File: config.mk
export PLATFORM = sky130hd
export DESIGN_NAME = ov7670_sccb_sequencer
export DESIGN_NICKNAME = d
export VERILOG_FILES = /design/src/rtl/ov7670_sccb_sequencer.sv
export SDC_FILE = /design/constraint.sdc
export NUM_CORES = 1
export LEC_CHECK = 0
export CAP_MARGIN = 40
export CORE_MARGIN = 2
export CORE_UTILIZATION = 57
export DETAILED_ROUTE_END_ITERATION = 8
export HOLD_SLACK_MARGIN = 0.05
export PLACE_DENSITY = 0.82
export SLEW_MARGIN = 20
export SYNTH_ARGS = -nofsm -noshare
export SYNTH_HDL_FRONTEND = slang
export SYNTH_SLANG_ARGS = --single-unit
File: constraint.sdc
create_clock -name clk -period 4.1 [get_ports clk]
set_input_delay 1.23 -clock clk [delete_from_list [all_inputs] [get_ports clk]]
set_output_delay 1.23 -clock clk [all_outputs]
set_load 0.03 [all_outputs]
File: src/rtl/ov7670_sccb_sequencer.sv
// ============================================================================
// Module   : ov7670_sccb_sequencer
// Function : Walks the OV7670 register table and issues one SCCB 3-phase write
//            per entry, with a settle delay after COM7 soft resets.
// Revision : 1.0 - initial release
// ============================================================================
`default_nettype none

module ov7670_sccb_sequencer #(
    parameter int         DIV           = 125,
    parameter int         SETTLE_CYCLES = 50000,
    parameter logic [7:0] DEV_ADDR      = 8'h42
) (
    input  logic        clk,
    input  logic        reset,
    input  logic        start,
    input  logic [15:0] command,
    input  logic        finished,
    output logic        resend,
    output logic        advance,
    output logic        sioc,
    output logic        siod_o,
    output logic        siod_oe,
    output logic        busy,
    output logic        config_done
);

    localparam int             c_QW         = (DIV > 1) ? $clog2(DIV) : 1;
    localparam int             c_SW         = (SETTLE_CYCLES > 2) ? $clog2(SETTLE_CYCLES) : 1;
    localparam logic [c_QW-1:0] c_Q_LAST     = c_QW'(DIV - 1);
    localparam logic [c_SW-1:0] c_SETTLE_LAST = c_SW'(SETTLE_CYCLES - 1);
    localparam logic [c_SW-1:0] c_FETCH_LAST = c_SW'(1);
    localparam logic [4:0]      c_BIT_LAST   = 5'd26;

    typedef enum logic [3:0] {
        S_IDLE   = 4'd0,
        S_REWIND = 4'd1,
        S_FETCH  = 4'd2,
        S_START  = 4'd3,
        S_BITS   = 4'd4,
        S_STOP   = 4'd5,
        S_GAP    = 4'd6,
        S_CHECK  = 4'd7,
        S_SETTLE = 4'd8,
        S_NEXT   = 4'd9,
        S_DONE   = 4'd10
    } state_t;

    state_t          r_state;
    state_t          w_next;
    logic            r_auto;
    logic [c_QW-1:0] r_q;
    logic [1:0]      r_ph;
    logic [4:0]      r_bit;
    logic [c_SW-1:0] r_wait;
    logic [15:0]     r_cmd;
    logic            r_busy;
    logic            r_done;

    logic            w_q_last;
    logic            w_slot_last;
    logic            w_rel;
    logic            w_bitval;
    logic [26:0]     w_frame;

    assign w_q_last    = (r_q == c_Q_LAST);
    assign w_slot_last = w_q_last && (r_ph == 2'd3);
    // Each 9-bit phase ends with a released ACK slot.
    assign w_frame     = {DEV_ADDR, 1'b1, r_cmd[15:8], 1'b1, r_cmd[7:0], 1'b1};
    assign w_rel       = (r_bit == 5'd8) || (r_bit == 5'd17) || (r_bit == 5'd26);
    assign w_bitval    = w_frame[c_BIT_LAST - r_bit];

    assign busy        = r_busy;
    assign config_done = r_done;

    always_ff @(posedge clk) begin
        if (reset) begin
            r_state <= S_IDLE;
            r_auto  <= 1'b1;
            r_q     <= '0;
            r_ph    <= '0;
            r_bit   <= '0;
            r_wait  <= '0;
            r_cmd   <= '0;
            r_busy  <= 1'b0;
            r_done  <= 1'b0;
        end else begin
            r_state <= w_next;
            if (r_state == S_IDLE) begin
                r_auto <= 1'b0;
            end
            if (r_state == S_REWIND) begin
                r_busy <= 1'b1;
                r_done <= 1'b0;
            end
            if (r_state == S_DONE) begin
                r_busy <= 1'b0;
                r_done <= 1'b1;
            end
            if (r_state == S_FETCH && w_next == S_START) begin
                r_cmd <= command;
            end

            // Quarter-bit timing restarts on every state change.
            if (r_state != w_next || w_q_last) begin
                r_q <= '0;
            end else begin
                r_q <= r_q + 1'b1;
            end
            if (r_state != w_next) begin
                r_ph <= '0;
            end else if (w_q_last) begin
                r_ph <= r_ph + 1'b1;
            end

            if (r_state != S_BITS) begin
                r_bit <= '0;
            end else if (w_slot_last && r_bit != c_BIT_LAST) begin
                r_bit <= r_bit + 1'b1;
            end

            if (r_state != w_next) begin
                r_wait <= '0;
            end else if (r_state == S_FETCH || r_state == S_SETTLE) begin
                r_wait <= r_wait + 1'b1;
            end
        end
    end

    always_comb begin
        w_next = r_state;
        case (r_state)
            S_IDLE:   if (start || r_auto) w_next = S_REWIND;
            S_REWIND: w_next = S_FETCH;
            S_FETCH:  if (r_wait == c_FETCH_LAST) w_next = finished ? S_DONE : S_START;
            S_START:  if (w_slot_last) w_next = S_BITS;
            S_BITS:   if (w_slot_last && r_bit == c_BIT_LAST) w_next = S_STOP;
            S_STOP:   if (w_slot_last) w_next = S_GAP;
            S_GAP:    if (w_slot_last) w_next = S_CHECK;
            S_CHECK:  w_next = (r_cmd[15:8] == 8'h12 && r_cmd[7]) ? S_SETTLE : S_NEXT;
            S_SETTLE: if (r_wait == c_SETTLE_LAST) w_next = S_NEXT;
            S_NEXT:   w_next = S_FETCH;
            S_DONE:   w_next = S_IDLE;
            default:  w_next = S_IDLE;
        endcase
    end

    always_comb begin
        resend  = 1'b0;
        advance = 1'b0;
        sioc    = 1'b1;
        siod_o  = 1'b1;
        siod_oe = 1'b0;
        case (r_state)
            S_REWIND: resend = 1'b1;
            S_NEXT:   advance = 1'b1;
            S_START: begin
                siod_oe = 1'b1;
                siod_o  = ~r_ph[1];
            end
            S_BITS: begin
                sioc    = r_ph[1];
                siod_oe = ~w_rel;
                siod_o  = w_rel ? 1'b1 : w_bitval;
            end
            S_STOP: begin
                sioc    = (r_ph != 2'd0);
                siod_o  = r_ph[1];
                siod_oe = 1'b1;
            end
            default: ;
        endcase
    end

endmodule

`default_nettype wire

==> impl_metrics.csv, run 1 <==
group,metric,value,unit
critical_path,cpMaxStageDelayCell,"dfxtp_1",
sta,finalSetupTns,0,ns
finish,fin_cells,431,
sta,rsz0062_at_grt,"no",
clock_network,clock-sinks,53,
critical_path,worst-r2r-setup-slack,1.41,ns
logic_synthesis,synth_cell_types,53,
clock_network,cts.path.max_buffers,2,
logic_synthesis,synthAdderAreaFrac,4.274,%
power,vdd_drop_max,182.7,uV
sta,clock_skew,0.004174,ns
sta,setup_viol,0,
finish,layout_commonest_cell,"dfxtp_1",
finish,layout_common_cells,"dfxtp_1, nor2_1, nand2_1",
sta,setup_ws,0.1815,ns
critical_path,path_cells,"ha_1 -> xor2_1 -> nand2_1 -> a31oi_1 -> a21oi_1 -> a221o_1 -> a22oi_1 -> dlygate4sd2_1",
power,power.density,343.0,mW/mm^2
drt,vias_per_cell,5.633,
sta,drv_slew,0,
floorplanning,coreArea,0.005042,mm^2
global_route,grt_pass1_wl,10.26,mm
clock_network,cts_made_buffers,5,
drt,firstDrtPassIters,4,
critical_path,crit_path_max_incr_delay,0.45,ns
logic_synthesis,synth_xor_area_share,8.077,%
sta,finalCritPeriodShare,95.57,%
place,place_area,0.003233,mm^2
critical_path,cp.arrival,2.69,ns
drt,vias,2428,
finish,drive_gt1_share,9.695,%
critical_path,cp_top_family,"compound AO/OA/AOI/OAI gates",
status,status,"complete, no violations",
floorplanning,start_util,58.06,%
drt,wl,5.977,mm
clock_network,cts_hold_buf,0,
floorplanning,io_pins,27,
sta,worst-slew-pin-transition,0.7588,ns
sta,hold_violations,0,
global_route,grt_max_degree,25,
critical_path,worstSetupEndpointType,"output pin",
logic_synthesis,yosys_warnings,0,
finish,stdcell_area,0.003336,mm^2
sta,fmax,255.2,MHz
finish,antenna_cells,0,
power,p_leak,0.001171,uW
sta,fin_crit,3.919,ns
critical_path,cp.required,2.87,ns
logic_synthesis,syn_inst,340,
drt,drc_errors,0,
logic_synthesis,ys_ff_latch,53,
logic_synthesis,syn_avg_cell_area,8.611,um^2
finish,syn_to_final_growth,13.93,%
floorplanning,fp.dieH,75.67,um
floorplanning,dieWidth,75.67,um
place,port_buffers,26,
hold_path,hp-class,"reg2reg",
logic_synthesis,synthMuxAreaShare,9.103,%
logic_synthesis,syn_nets,370,
global_route,grt_use_total,23.03,%
logic_synthesis,ys.flop_type,"dfxtp_1",
place,place_congestion,0.8608,
finish,final_util,66.15,%
floorplanning,fp-row-count,26,
place,pre_cts_ws,0.3107,ns
critical_path,start_kind,"register",
critical_path,worstSetupPathType,"reg2out",
global_route,grt_pass1_vias,2313,
logic_synthesis,ys_async_sr_fraction,0,%
floorplanning,fp.dieArea,0.005726,mm^2
clock_network,htree_levels,2,
clock_network,clk_pin_slew_worst_paths,0.09,ns
drt,postRouteAntennaNets,0,
logic_synthesis,synth_edf_count,0,
sta,slew_headroom,48.99,%
finish,finalNetCount,391,
critical_path,crit_buf_inv,1,
logic_synthesis,synth_compound_area_share,11.07,%
logic_synthesis,synth_top_family_by_area,"simple AND/OR/NAND/NOR gates",
global_route,antenna_found_initial,0,
drt,drt-initial-drc-count,167,
drt,wl_per_cell,13.87,um
clock_network,root_buffer,"clkbuf_8",
place,dpl.cell_count,424,
global_route,gr-total-overflow,0,
finish,nFillCells,430,
place,dpl.hpwl,4.317,mm
logic_synthesis,synth_area,0.002928,mm^2
flow_run,cap_viol_max_count,0,
logic_synthesis,yosys.area_share.simple,27.01,%
critical_path,crit_fanout,6,
clock_network,cts_tree,"done",
clock_network,clock_latency,0.31,ns
logic_synthesis,synth.yosys.seq_area_share,36.24,%
-- worst min-delay path: cells and delay by family (launching register included) --
| kind | cells | cell delay, ns |
|---|---|---|
| AO/OA/AOI/OAI | 1 | 0.06 |
| buffers and inverters | 1 | 0.05 |
| flip-flops | 1 | 0.32 |
-- synth_stat cells, drive strengths merged, types with 6 or more instances --
master | number | area share [%]
a21oi | 14 | 2.4
buf | 7 | 1.7
clkbuf | 10 | 1.3
dfxtp | 53 | 36
ha | 10 | 4.3
inv | 10 | 1.3
mux2i | 21 | 7.2
nand2 | 26 | 3.3
nand2b | 6 | 1.3
nand3 | 11 | 1.9
nand4 | 7 | 1.5
nor2 | 54 | 7.9
nor3 | 7 | 1.2
o21ai | 15 | 2.9
or3 | 7 | 1.5
xnor2 | 6 | 1.8
xor2 | 21 | 6.3
-- final cells by class --
class                           count  area [um^2]  share of cell area, %
Inverter                           10        37.54                  1.125
Clock buffer                        5        68.82                  2.063
Sequential cell                    53         1061                  31.81
Tap cell                           70        87.58                  2.626
Multi-Input combinational cell    260         1749                  52.44
Clock inverter                      2        35.03                  1.050
Timing Repair Buffer               31        296.5                  8.890
-- flip-flops by register name (all words and copies together), names as in the netlist --
signal,cells
r_wait,16
r_state,4
r_bit,5
busy,1
r_auto,1
r_cmd,16
r_ph,2
r_q,7
config_done,1
-- metal layers --
metal / GRT usage [%] / share of wire [%]
met4: 5.653 / 0.80
met3: 4.365 / 3.5
met2: 40.10 / 50
met1: 29.44 / 45
met5: 0 / 0
-- cells by family (layout without fill, tap and decap cells) --
| group | Yosys count | after routing |
|---|---|---|
| xor gates and xnor gates | 27 | 27 |
| DFF | 53 | 53 |
| buffers and inverters | 27 | 48 |
| muxes | 24 | 24 |
| AOI/OAI and AO/OA | 48 | 48 |
| adders and majority gates | 10 | 10 |
| and+or+nand+nor | 151 | 151 |
-- where the power goes --
group	leakage, uW	internal [uW]	total (uW)	switching [uW]
Combinational	0.000689	100	239	139
Sequential	0.000428	533	562	29.0
Clock	0.0000540	178	343	166
Total	0.00117	811	1140	333
-- worst paths after layout --
kind | to | cells past startpoint | startpoint
worst max-delay path | siod_o | 8 | r_bit[1]
worst min-delay path | r_auto | 2 | r_auto
worst max register to register | r_wait[1] | 8 | r_wait[0]
worst min register to register | r_auto | 2 | r_auto
-- per-stage QoR --
| stage | total power [uW] | hold slack (ns) |
|---|---|---|
| final | 1144 | 0.4719 |
| after global routing | 1204 | 0.5084 |
| after CTS | 1156 | 0.4811 |
| after detailed placement | 812.1 | 0.4655 |
| after global placement | 808.2 | 0.4436 |
| after floorplan | 743.4 | 0.4360 |
-- timing repair --
item,CTS,global route
resized for setup,1,0
hold endpoints to repair,0,0
setup buffers,0,0
endpoints found under the setup margin,1,0
Power figures use the tool's default switching activity.
==> run 2, diff against run 1 <==
- CTS_CLUSTER_DIAMETER: default -> 60
- GPL_TIMING_DRIVEN: default -> 1
==> results of run 2 <==
The final DEF is identical to that of run 1; final timing and power are the same.
==> run 3, diff against run 2 <==
- SKIP_LAST_GASP: default -> 1
==> results of run 3 <==
The final DEF is identical to that of run 1; final timing and power are the same.
